## config.mk

```make
export PLATFORM = sky130hd
export DESIGN_NAME = fetch_unit
export DESIGN_NICKNAME = d
export VERILOG_FILES = /design/src/rtl/fetch_unit_pkg.sv /design/src/rtl/pc_save_regs.sv /design/src/rtl/fetch_unit.sv
export SDC_FILE = /design/constraint.sdc
export NUM_CORES = 1
export LEC_CHECK = 0
export ABC_AREA = 1
export CORE_AREA = 2 2 85 54
export DETAILED_ROUTE_END_ITERATION = 10
export DIE_AREA = 0 0 87 56
export PLACE_DENSITY = 0.8
export SLEW_MARGIN = 10
export SYNTH_ARGS = -nofsm -noshare
export SYNTH_HDL_FRONTEND = slang
export SYNTH_SLANG_ARGS = --single-unit
```

## constraint.sdc

```tcl
create_clock -name Clk -period 4.2 [get_ports Clk]
set_input_delay 0.84 -clock Clk [delete_from_list [all_inputs] [get_ports Clk]]
set_output_delay 0.84 -clock Clk [all_outputs]
set_load 0.005 [all_outputs]
```

## src/rtl/fetch_unit_pkg.sv

```systemverilog
// Shared definitions for the fetch stage: FSM state encoding and the
// saved-PC register select encodings used by the control decoder.
package definitions;

  typedef enum logic [1:0] {
    IDLE = 2'd0,
    RUN  = 2'd1,
    DONE = 2'd2
  } fetch_state_e;

  localparam logic [1:0] kPC_NONE = 2'd0;
  localparam logic [1:0] kPC_R1   = 2'd1;
  localparam logic [1:0] kPC_R2   = 2'd2;
  localparam logic [1:0] kPC_R3   = 2'd3;

endpackage

```

## src/rtl/pc_save_regs.sv

```systemverilog
// Three saved-PC registers with one write port and one combinational read
// port. Select 00 addresses no register: writes are dropped, reads return 0.
module pc_save_regs
  import definitions::*;
#(
  parameter int PC_W = 10
) (
  input  logic            clk_i,
  input  logic            rst_i,
  input  logic            wr_en_i,
  input  logic [1:0]      wr_sel_i,
  input  logic [PC_W-1:0] wr_data_i,
  input  logic [1:0]      rd_sel_i,
  output logic [PC_W-1:0] rd_data_o
);

  logic [3:1][PC_W-1:0] regs_w;

  for (genvar gi = 1; gi <= 3; gi++) begin : g_reg
    logic [PC_W-1:0] val_q;

    // Each register loads only when its own select code is written.
    always_ff @(posedge clk_i) begin
      if (rst_i) begin
        val_q <= '0;
      end else if (wr_en_i && (wr_sel_i == 2'(gi))) begin
        val_q <= wr_data_i;
      end
    end

    assign regs_w[gi] = val_q;
  end

  // Read mux; returns the pre-write value when read and write coincide.
  always_comb begin
    rd_data_o = '0;
    case (rd_sel_i)
      kPC_R1:  rd_data_o = regs_w[1];
      kPC_R2:  rd_data_o = regs_w[2];
      kPC_R3:  rd_data_o = regs_w[3];
      default: rd_data_o = '0;
    endcase
  end

endmodule

```

## src/rtl/fetch_unit.sv

```systemverilog
// Program counter and run/halt sequencing for the instruction ROM.
// Optional feature: define FETCH_BRANCH_CNT_EN to add a saturating
// 16-bit count of taken branches on output BranchCount.
module fetch_unit
  import definitions::*;
#(
  parameter int PC_W       = 10,
  parameter int SPC_OFFSET = 2
) (
  input  logic            Clk,
  input  logic            Reset,
  input  logic            Start,
  input  logic            Ack,
  input  logic            JumpEqual,
  input  logic            JumpNotEqual,
  input  logic            OffsetEn,
  input  logic [1:0]      PCRegSelect,
  input  logic            SaveEn,
  input  logic            EqualFlag,
  output logic [PC_W-1:0] ProgCtr,
  output logic            Running,
  output logic            Done,
`ifdef FETCH_BRANCH_CNT_EN
  output logic [15:0]     BranchCount,
`endif
  output logic            BranchTaken
);

  fetch_state_e    state_q, state_d;
  logic [PC_W-1:0] pc_q, pc_d;
  logic [PC_W-1:0] save_data;
  logic [PC_W-1:0] jump_target;
  logic            is_run;
  logic            sel_valid;
  logic            taken;
  logic            save_en;

  assign is_run    = (state_q == RUN);
  assign sel_valid = (PCRegSelect != kPC_NONE);
  assign taken     = (JumpEqual & EqualFlag) | (JumpNotEqual & ~EqualFlag);
  assign save_en   = is_run & SaveEn & sel_valid & ~Ack;
  // Return address is the next instruction, optionally skipped ahead.
  assign save_data = pc_q + PC_W'(1) + (OffsetEn ? PC_W'(SPC_OFFSET) : '0);

  assign BranchTaken = is_run & taken & sel_valid;
  assign ProgCtr     = pc_q;
  assign Running     = is_run;
  assign Done        = (state_q == DONE);

  pc_save_regs #(
    .PC_W(PC_W)
  ) u_pc_save_regs (
    .clk_i    (Clk),
    .rst_i    (Reset),
    .wr_en_i  (save_en),
    .wr_sel_i (PCRegSelect),
    .wr_data_i(save_data),
    .rd_sel_i (PCRegSelect),
    .rd_data_o(jump_target)
  );

  // State and program counter registers.
  always_ff @(posedge Clk) begin
    if (Reset) begin
      state_q <= IDLE;
      pc_q    <= '0;
    end else begin
      state_q <= state_d;
      pc_q    <= pc_d;
    end
  end

  // Next state and next PC; Ack has priority over jumps in RUN.
  always_comb begin
    state_d = state_q;
    pc_d    = pc_q;
    case (state_q)
      IDLE: begin
        pc_d = '0;
        if (Start) state_d = RUN;
      end
      RUN: begin
        if (Ack) begin
          state_d = DONE;
        end else if (taken && sel_valid) begin
          pc_d = jump_target;
        end else begin
          pc_d = pc_q + PC_W'(1);
        end
      end
      DONE: begin
        if (Start) begin
          state_d = RUN;
          pc_d    = '0;
        end
      end
      default: begin
        state_d = IDLE;
        pc_d    = '0;
      end
    endcase
  end

`ifdef FETCH_BRANCH_CNT_EN
  logic [15:0] bcnt_q;
  logic        start_accept;

  assign start_accept = Start & ((state_q == IDLE) | (state_q == DONE));
  assign BranchCount  = bcnt_q;

  // Saturating taken-branch counter, cleared whenever a new run starts.
  always_ff @(posedge Clk) begin
    if (Reset || start_accept) begin
      bcnt_q <= '0;
    end else if (BranchTaken && (bcnt_q != 16'hFFFF)) begin
      bcnt_q <= bcnt_q + 16'd1;
    end
  end
`endif

endmodule

```

# Word-level counts from Yosys, hierarchy flattened
# Index checks and enable logic that the tools add are counted.
[word_totals]
romBits = 0
mem_bits_rw = 0
in_bits = 11
word_cells = 44
out_inout_bits = 13
latch_bits = 0
ff_bits = 42
memories = 0
[classes]
magnitude_cmp = 0
n_addsub = 2
n_mux = 9
n_mul = 0
bitwise = 10
reduce_logical = 9
n_eq_ne = 9
shifts = 0
div = 0
[ops]
columns = ["op", "count"]
rows = [
  ["$mux 10", 3],
  ["$pmux 10 s3", 1],
  ["$pmux 10 s2", 1],
  ["$add 10x1->10 const B", 1],
  ["$add 10x2->10", 1],
  ["$and 1x1->1", 7],
  ["$eq 2x2->1 const B", 3],
  ["$mux 2", 3],
  ["$ne 2x2->1 const B", 3],
  ["$eq 2x1->1 const B", 2],
  ["$logic_and 1x1->1", 4],
  ["$pmux 2 s2", 1],
  ["$reduce_and 2->1", 2],
  ["$logic_not 2->1", 1],
  ["$ne 2x1->1 const B", 1],
  ["$not 1->1", 2],
  ["$reduce_bool 2->1", 1],
  ["$reduce_or 2->1", 1],
  ["$or 1x1->1", 1],
]

# Logic depth before layout (Yosys ltp)
# Gate-level depths: netlist (run 1).
[logic_depth]
ltp_word = 7
depth_mapped = 13
mapped_depth_nobuf = 13

# Hierarchy
# From an unflattened synthesis (run 1), not the netlist that was laid out.
[hier_totals]
cells_unflattened = 394
hier_area_um2 = 2434.8
[modules_own_cells]
columns = ["mod", "seq_area_each_um2", "area_each_um2", "cells_per_inst", "instances"]
rows = [
  ["pc_save_regs", 600.6, 1430.1, 230, 1],
  ["fetch_unit", 240.2, 1004.7, 164, 1],
]

# Worst setup path before layout (run 1)
# No wires, ideal clock.
[synth_timing]
path_type = "input-to-output"
start = "in JumpNotEqual"
end = "out BranchTaken"
stages = 6
slack_ps = 1949
required_ps = 3360
path_buffers = 0
arrival_ps = 1411
path_cell_list = "inv_1 > nor2_1 > nor2_1 > nor2_2 > inv_1 > nor2_1"
[synth_via]
elab_chain_cells = 4
[synth_rtl]
columns = ["element", "line", "source"]
rows = [
  ["start, declared", "fetch_unit.sv:15", "input logic JumpNotEqual,"],
  ["$and 1x1->1", "fetch_unit.sv:40", "assign taken = (JumpEqual & EqualFlag) | (JumpNotEqual & ~EqualFlag);"],
  ["$or 1x1->1", "fetch_unit.sv:40", ""],
  ["$and 1x1->1 (2 in series)", "fetch_unit.sv:45", "assign BranchTaken = is_run & taken & sel_valid;"],
  ["end, declared", "fetch_unit.sv:26", "output logic BranchTaken"],
]
# No other way between the ends.

# Worst setup path after layout (run 1)
[layout_timing]
start = "in PCRegSelect[0]"
end = "out BranchTaken"
[layout_via]
elab_chain_cells = 2
[layout_rtl]
columns = ["element", "line", "source"]
rows = [
  ["start, declared", "fetch_unit.sv:17", "input logic [1:0] PCRegSelect,"],
  ["$reduce_bool 2->1", "fetch_unit.sv:39", "assign sel_valid = (PCRegSelect != kPC_NONE);"],
  ["$and 1x1->1", "fetch_unit.sv:45", ""],
]
# No other way between the ends.

==> run_results.csv, run 1 <==
group,metric,value,unit
routing,drc_errors,0,
clock_network,clk_latency,0.30,ns
routing,first_iter_violations,171,
pwr,power_density,277.7,mW/mm²
critical_path,regToRegSetupSlack,2.19,ns
placed_design,gp_congestion,0.9203,
logic_synthesis,syn_inst,348,
logic_synthesis,synth_top_area_cell,"dfxtp_1",
routing,via_per_inst,5.460,
logic_synthesis,yosysMostFrequentCell,"nand2_1",
sta,layout_min_cycle_time,3.339,ns
finish,syn2layout_area_growth,14.42,%
logic_synthesis,synthesis.area,0.002325,mm²
logic_synthesis,ys_async_sr_fraction,0,%
clock_network,cts-resized-gates,0,
pwr,pwr-share-comb,10.4,%
clock_network,postCtsSetupRepairBufs,0,
sta,setup_viol,0,
clock_network,htreeDepth,2,
logic_synthesis,netlist_top_cells_count,"nand2_1, inv_1, dfxtp_1",
critical_path,critPathKind,"in2out",
placed_design,hpwl,4.115,mm
global_routing,grt_pass1_wl,9.660,mm
sta,fin_worst_skew,0.01126,ns
logic_synthesis,avgSynthCellArea,6.680,µm²
logic_synthesis,synth-seq-cells,42,
die,ios,24,
critical_path,r2r-end,"u_pc_save_regs.g_reg[3].val_q[9]",
critical_path,start_kind,"input pin",
die,die_area,0.004872,mm²
placed_design,postPlaceCellArea,0.002581,mm²
pwr,p_seq_share,55.3,%
critical_path,r2r_start,"ProgCtr[0]",
run_status,status,"completed",
finish,layout-drive-gt1-share,7.796,%
critical_path,crit_required,3.36,ns
clock_network,cts_made_buffers,5,
logic_synthesis,synth.distinct_cells,31,
die,num_rows,18,
clock_network,cts_tree,"yes",
clock_network,clk_pin_slew,0.08,ns
global_routing,grt_max_degree,24,
worst_hold_path,min_path_type,"reg2reg",
logic_synthesis,ys.warnings.count,0,
sta,tns,0,ns
clock_network,clock_sinks,42,
routing,first_pass_iters,6,
sta,slew_violations,0,
global_routing,grt_overflow,0,
finish,final_nets,386,
sta,rsz0062_at_grt,"no",
worst_hold_path,min_to,"u_pc_save_regs.g_reg[3].val_q[1]",
pwr,ir_drop,187.0,µV
global_routing,antenna_found_initial,0,
logic_synthesis,yosysTopAreaCellShare,36.17,%
critical_path,worst_setup_path_end_kind,"output port",
die,core_area,0.004031,mm²
logic_synthesis,synth-edff-count,0,
sta,fmax,299.5,MHz
critical_path,r2r_cells,12,
finish,final_cell_area,0.002660,mm²
clock_network,ctsHoldBuffers,0,
sta,fin_crit_sh,79.50,%
routing,totalWireLength,5.622,mm
global_routing,grt_pass1_vias,2113,
routing,via_count,2304,
die,die_w,87,µm
critical_path,crit_arrival,2.50,ns
routing,antenna_left,0,
pwr,clockPowerShare,34.3,%
sta,max-slew-margin-rel,64.30,%
pwr,swShare,26.10,%
clock_network,cts-root-buf,"clkbuf_8",
pwr,p_leak,0.001137,µW
pwr,p_sw,192.8,µW
flow_run,maxCapViolCount,0,
logic_synthesis,yosys-top-cells-area,"dfxtp_1, nand2_1, inv_1, nor2_1, o21ai_0",
placed_design,numPortBuffers,23,
finish,n_fill_cell,386,
logic_synthesis,seq_area_frac_synth,36.17,%
clock_network,clockBufferDepth,2,
routing,drt-wirelength-per-cell,13.32,µm
logic_synthesis,ys.flop_type,"dfxtp_1",
worst_hold_path,hold_start,"u_pc_save_regs.g_reg[3].val_q[1]",
die,initial_core_util,57.67,%
sta,hold_viol,0,
global_routing,track_usage,25.36,%
logic_synthesis,syn_nets,362,
worst_hold_path,whs_path_depth,2,
die,die_y,56,µm
sta,tightest_slew,0.5350,ns
critical_path,timing.critical_path.from,"PCRegSelect[0]",
critical_path,cp_max_fo,18,
pwr,p_int,545.9,µW
finish,n_antenna_cell,0,
[worst max path at each step]
stage | cells after the start | to | slack [ns]
CTS | 9 | BranchTaken | 0.86
global placement | 9 | BranchTaken | 0.90
detailed placement | 9 | BranchTaken | 0.86
floorplan | 6 | BranchTaken | 1.95
global route | 9 | BranchTaken | 0.73
finish | 7 | BranchTaken | 0.86
[placed cells by master (no fill, tap or decap), types with 8 or more instances in the layout]
cell             count
inv_1               61
o22ai_1              8
nor2_1              41
a21oi_1             22
o21ai_0             25
dfxtp_1             42
nand4_1              9
clkdlybuf4s50_1     23
nand2_1             70
nand3_1             22
[routing by layer]
metal | routed length [µm] | track usage [%]
met1 | 2670 | 35.39
met2 | 2444 | 38.82
met3 | 407 | 5.638
met4 | 99 | 7.813
met5 | 0 | 0
[cells by family (layout without fill, tap and decap cells)]
logic type / count (synthesis) / in the layout / synth area share [%]
flip-flops: 42 / 42 / 36.17
AO/OA/AOI/OAI: 67 / 67 / 16.25
adder cells (fa/ha/maj): 3 / 3 / 1.615
buffers and inverters: 74 / 98 / 13.19
XOR/XNOR: 3 / 3 / 1.130
AND/OR/NAND/NOR: 159 / 159 / 31.65
[per-stage QoR]
step,utilization (%),hold WS [ns],cells,worst slack [ns],power [µW]
3_5_place_dp,64.03,0.4770,415,0.8594,493.5
3_3_place_gp,64.03,0.4643,415,0.8962,491.6
4_1_cts,65.98,0.4978,422,0.8646,741.4
2_1_floorplan,-,0.4541,348,1.949,462.7
6_report,65.98,0.4954,422,0.8610,738.6
5_1_grt,65.98,0.5147,422,0.7294,769.1
[flip-flops by register name, indices dropped and copies added (netlist names)]
register and count:
ProgCtr 10, state_q 2, u_pc_save_regs.g.val_q 30
[cell type report]
| class | count | area [µm²] | share of cell area, % |
|---|---|---|---|
| inverters | 64 | 240.2 | 9.031 |
| clock buffers | 5 | 68.82 | 2.587 |
| flip-flops and latches | 42 | 840.8 | 31.61 |
| multi-input cells | 232 | 1177 | 44.26 |
| well taps | 50 | 62.56 | 2.352 |
| repair buffers | 27 | 260.3 | 9.784 |
| clock inverters | 2 | 10.01 | 0.3763 |
[critical path, cell delays in order]
cell and delay, ns:
clkdlybuf4s50_1 0.52, nor2_1 0.07, nor2_2 0.09, buf_4 0.23, inv_1 0.13, nor2_1 0.11, clkdlybuf4s50_1 0.50
[power by group through the flow]
stage / logic, µW / registers [µW] / clock network [µW]
after floorplan: 45.5 / 417 / 0
after global placement: 73.8 / 418 / 0
after detailed placement: 75.5 / 418 / 0
after CTS: 75.7 / 409 / 257
after global routing: 85.1 / 409 / 275
final: 76.7 / 409 / 253
(Power assumes the default switching activity.)
==> run 2: changes to the inputs <==
--- a/config.mk
+++ b/config.mk
@@ -6,10 +6,10 @@
 export NUM_CORES = 1
 export LEC_CHECK = 0
 export ABC_AREA = 1
-export CORE_AREA = 2 2 85 54
+export CORE_AREA = 2 2 87 55
 export DETAILED_ROUTE_END_ITERATION = 10
-export DIE_AREA = 0 0 87 56
-export PLACE_DENSITY = 0.8
+export DIE_AREA = 0 0 89 57
+export PLACE_DENSITY = 0.77
 export SLEW_MARGIN = 10
 export SYNTH_ARGS = -nofsm -noshare
 export SYNTH_HDL_FRONTEND = slang
==> constraint.sdc (replaced) <==
create_clock -name Clk -period 3.2 [get_ports Clk]
set_input_delay 0.64 -clock Clk [delete_from_list [all_inputs] [get_ports Clk]]
set_output_delay 0.64 -clock Clk [all_outputs]
set_load 0.005 [all_outputs]
==> run_results.csv, run 2 (same netlist as run 1, synthesis figures left out) <==
group,metric,value,unit
sta,rsz0062_at_grt,"no",
sta,max-slew-margin-rel,63.93,%
global_routing,grt_overflow,0,
routing,totalWireLength,5.494,mm
sta,fmax,362.1,MHz
sta,fin_crit_sh,86.31,%
global_routing,antenna_found_initial,0,
clock_network,cts_made_buffers,5,
finish,final_common_cell,"nand2_1",
clock_network,clock_sinks,42,
routing,first_iter_violations,107,
finish,largest_reg_flops,30,
routing,antenna_left,0,
clock_network,clk_latency,0.30,ns
critical_path,cp_max_fo,4,
worst_hold_path,min_path_type,"reg2reg",
critical_path,worst_setup_path_end_kind,"output port",
sta,tightest_slew,0.5404,ns
clock_network,cts-root-buf,"clkbuf_8",
finish,layout-drive-gt1-share,8.043,%
sta,finalWorstSetupSlack,0.4382,ns
global_routing,track_usage,23.37,%
placed_design,numPortBuffers,23,
global_routing,grt_pass1_vias,1977,
placed_design,gp_congestion,0.8742,
critical_path,critPathKind,"in2out",
pwr,power_density,372.5,mW/mm²
finish,final_nets,386,
die,num_rows,19,
global_routing,grt_max_degree,23,
global_routing,grt_pass1_wl,9.087,mm
die,die_w,89,µm
sta,hold_viol,0,
routing,via_count,2235,
die,initial_core_util,53.15,%
placed_design,hpwl,4.019,mm
routing,via_per_inst,5.126,
clock_network,postCtsSetupRepairBufs,0,
finish,final_cell_mix,"nand2_1, inv_1, dfxtp_1",
sta,slew_violations,0,
finish,syn2layout_area_growth,15.82,%
routing,drc_errors,0,
clock_network,htreeDepth,2,
die,ios,24,
die,die_y,57,µm
flow_run,maxCapViolCount,0,
pwr,p_leak,0.001140,µW
clock_network,clk_pin_slew,0.08,ns
die,die_area,0.005073,mm²
finish,n_antenna_cell,0,
sta,tns,0,ns
critical_path,crit_arrival,2.12,ns
placed_design,dp_cells,428,
sta,fin_worst_skew,0.004701,ns
run_status,status,"completed",
die,core_area,0.004374,mm²
routing,first_pass_iters,4,
finish,regMostFlops,"u_pc_save_regs.g.val_q",
critical_path,start_kind,"input pin",
pwr,finalPower,1003,µW
sta,setup_viol,0,
pwr,ir_drop,246.8,µV
clock_network,clockBufferDepth,2,
clock_network,cts-resized-gates,0,
finish,fin_cells,436,
routing,drt-wirelength-per-cell,12.60,µm
placed_design,postPlaceCellArea,0.002597,mm²
finish,final_cell_area,0.002693,mm²
sta,layout_min_cycle_time,2.762,ns
placed_design,place_ws,0.4494,ns
clock_network,cts_tree,"yes",
clock_network,ctsHoldBuffers,0,
critical_path,crit_required,2.56,ns
[run 2: cell count changes in the layout (fill, tap and decap cells not counted), sizes merged]
cell	previous run	this run
clkbuf	5	6
clkinv	3	2
clkinvlp	0	1
[run 2: power breakdown]
part	internal (µW)	total, µW	switching [µW]
sequential	530	536	5.92
clock	174	367	193
combinational	39.3	100	60.6
[run 2: worst max-delay path, stage by stage]
cell,delay (ns)
clkdlybuf4s50_1,0.48
nand2_1,0.06
inv_1,0.05
nor2_1,0.04
nor2_2,0.11
inv_1,0.12
nor2_1,0.11
clkdlybuf4s50_1,0.51
[run 2: final cells by class]
type                       count  area, µm²
clock buffer                   6      82.58
tap                           63      78.83
clock inverter                 2      12.51
timing repair buffer          27      260.3
sequential                    42      840.8
multi-input combinational    232       1177
fill                         437       1682
inverter                      64      240.2
[run 2: routing by layer]
metal | global-route usage [%] | part of all wire (%) | vias to the layer above
met4 | 8.316 | 1.3 | 0
met2 | 35.07 | 44 | 50
met5 | 0 | 0 | -
li1 | - | - | 1162
met3 | 4.342 | 5.6 | 7
met1 | 33.78 | 49 | 1016
[run 2: path summary, 6_finish.rpt]
path | start | end | slack [ns] | cells after the start
max | EqualFlag | BranchTaken | 0.44 | 8
max reg2reg | ProgCtr[0] | u_pc_save_regs.g_reg[2].val_q[9] | 1.21 | 12
min | u_pc_save_regs.g_reg[3].val_q[1] | u_pc_save_regs.g_reg[3].val_q[1] | 0.50 | 2
min reg2reg | u_pc_save_regs.g_reg[3].val_q[1] | u_pc_save_regs.g_reg[3].val_q[1] | 0.50 | 2
[run 2: through the flow]
step / hold WS (ns) / utilization, %
4_1_cts: 0.5004 / 61.56
3_3_place_gp: 0.4643 / 59.38
3_5_place_dp: 0.4783 / 59.38
5_1_grt: 0.5120 / 61.56
2_1_floorplan: 0.4541 / -
6_report: 0.4961 / 61.56
==> run 3: changes to the inputs <==
--- a/config.mk
+++ b/config.mk
@@ -6,10 +6,11 @@
 export NUM_CORES = 1
 export LEC_CHECK = 0
 export ABC_AREA = 1
-export CORE_AREA = 2 2 87 55
+export CORE_AREA = 2 2 91 58
 export DETAILED_ROUTE_END_ITERATION = 10
-export DIE_AREA = 0 0 89 57
-export PLACE_DENSITY = 0.77
+export DIE_AREA = 0 0 93 60
+export GPL_ROUTABILITY_DRIVEN = 1
+export PLACE_DENSITY = 0.74
 export SLEW_MARGIN = 10
 export SYNTH_ARGS = -nofsm -noshare
 export SYNTH_HDL_FRONTEND = slang
==> constraint.sdc (replaced) <==
create_clock -name Clk -period 2.2 [get_ports Clk]
set_input_delay 0.44 -clock Clk [delete_from_list [all_inputs] [get_ports Clk]]
set_output_delay 0.44 -clock Clk [all_outputs]
set_load 0.005 [all_outputs]
==> run_results.csv, run 3 (same netlist as run 1, synthesis figures left out) <==
group,metric,value,unit
run_status,status,"completed",
placed_design,hpwl,4.229,mm
sta,hold_viol,0,
finish,n_antenna_cell,0,
global_routing,grt_pass1_wl,9.508,mm
sta,layout_min_cycle_time,2.060,ns
global_routing,track_usage,22.07,%
sta,hold_ws,0.4917,ns
placed_design,place_ws,-0.1018,ns
pwr,p_int,1204,µW
pwr,clockPowerShare,40.1,%
critical_path,cp_max_fo,2,
sta,rsz0062_at_grt,"no",
sta,finalWorstSetupSlack,0.1404,ns
clock_network,clock_sinks,42,
pwr,p_leak,0.001210,µW
placed_design,gp_congestion,0.8277,
critical_path,crit_arrival,1.62,ns
finish,layout-drive-gt1-share,10.70,%
critical_path,start_kind,"input pin",
clock_network,clk_latency,0.30,ns
finish,multi_input_area,0.001177,mm²
finish,register_area,842.1,µm²
die,num_rows,20,
global_routing,grt_max_degree,23,
pwr,pwr-share-comb,10.2,%
clock_network,cts_made_buffers,5,
finish,fin_util,58.46,%
routing,drt-wirelength-per-cell,12.47,µm
clock_network,cts-root-buf,"clkbuf_8",
die,die_area,0.005580,mm²
clock_network,cts_tree,"yes",
critical_path,worst_setup_path_end_kind,"output port",
global_routing,grt_pass1_vias,2047,
die,core_area,0.004805,mm²
die,initial_core_util,48.39,%
sta,setup_viol,0,
pwr,p_seq_share,49.6,%
pwr,ir_drop,387.6,µV
sta,fmax,485.5,MHz
routing,antenna_left,0,
finish,final_cell_mix,"nand2_1, inv_1, dfxtp_1, nor2_1, o21ai_0",
sta,fin_crit_sh,93.62,%
routing,totalWireLength,5.599,mm
finish,regMostFlops,"u_pc_save_regs.g.val_q",
finish,n_fill_cell,480,
routing,first_iter_violations,125,
die,ios,24,
pwr,power_density,559.8,mW/mm²
finish,final_common_cell,"nand2_1",
placed_design,numPortBuffers,23,
finish,syn2layout_area_growth,20.83,%
finish,final_cell_area,0.002809,mm²
sta,fin_worst_skew,0.01126,ns
clock_network,htreeDepth,2,
pwr,p_sw,368.2,µW
clock_network,clk_pin_slew,0.08,ns
critical_path,crit_required,1.76,ns
sta,tightest_slew,0.3251,ns
die,die_w,93,µm
routing,via_per_inst,5.096,
clock_network,ctsHoldBuffers,0,
flow_run,maxCapViolCount,0,
finish,final_nets,397,
clock_network,clockBufferDepth,2,
sta,slew_violations,0,
worst_hold_path,min_path_type,"reg2reg",
routing,first_pass_iters,5,
global_routing,antenna_found_initial,0,
sta,max-slew-margin-rel,78.19,%
routing,drc_errors,0,
pwr,swShare,23.42,%
finish,largest_reg_flops,30,
routing,via_count,2288,
critical_path,critPathKind,"in2out",
die,die_y,60,µm
placed_design,postPlaceCellArea,0.002689,mm²
global_routing,grt_overflow,0,
==> run 3: worst paths after layout <==
path	end	slack, ns	depth (start not counted)	from
worst min register to register	u_pc_save_regs.g_reg[1].val_q[1]	0.49	2	u_pc_save_regs.g_reg[1].val_q[1]
worst max register to register	u_pc_save_regs.g_reg[3].val_q[9]	0.27	12	ProgCtr[0]
worst max-delay path	BranchTaken	0.14	8	JumpNotEqual
worst min-delay path	u_pc_save_regs.g_reg[1].val_q[1]	0.49	2	u_pc_save_regs.g_reg[1].val_q[1]
==> run 3: routing by layer <==
layer	track usage (%)	vias to the layer above	share of wire (%)
met1	31.60	1037	50
li1	-	1181	-
met4	6.513	0	1.1
met5	0	-	0
met2	33.54	62	43
met3	4.918	8	5.9
==> run 3: cell type report <==
class / instances / area share, %
sequential: 42 / 29.98
multi-input combinational: 232 / 41.92
timing repair buffer: 38 / 12.61
clock buffer: 6 / 2.940
tap: 66 / 2.940
clock inverter: 1 / 1.069
inverter: 64 / 8.552
==> run 3: power by group through the flow <==
stage	combinational [µW]	sequential, µW	clock [µW]
after global placement	155	798	0
after global routing	179	782	680
after detailed placement	157	798	0
final	161	780	631
after floorplan	86.9	796	0
after CTS	159	780	644
==> run 3: what timing repair did <==
| action | in CTS | in global routing |
|---|---|---|
| resized for setup | 1 | 1 |
| setup buffers | 1 | 0 |
| setup endpoints to repair | 1 | 3 |
| pin swaps | 1 | 0 |
==> run 3: metrics by stage <==
| step | power, µW | setup TNS, ns | instances |
|---|---|---|---|
| floorplan | 883.4 | 0 | 348 |
| global placement | 952.8 | -0.08777 | 441 |
| detailed placement | 954.8 | -0.1018 | 441 |
| CTS | 1583 | 0 | 449 |
| global route | 1641 | 0 | 449 |
| finish | 1572 | 0 | 449 |
==> run 3: worst max-delay path, cell delays in order <==
cell	delay, ns
clkdlybuf4s50_1	0.45
inv_1	0.03
nor2_1	0.08
nor2_1	0.05
nor2_2	0.13
inv_1	0.10
nor2_1	0.09
dlygate4sd2_1	0.24
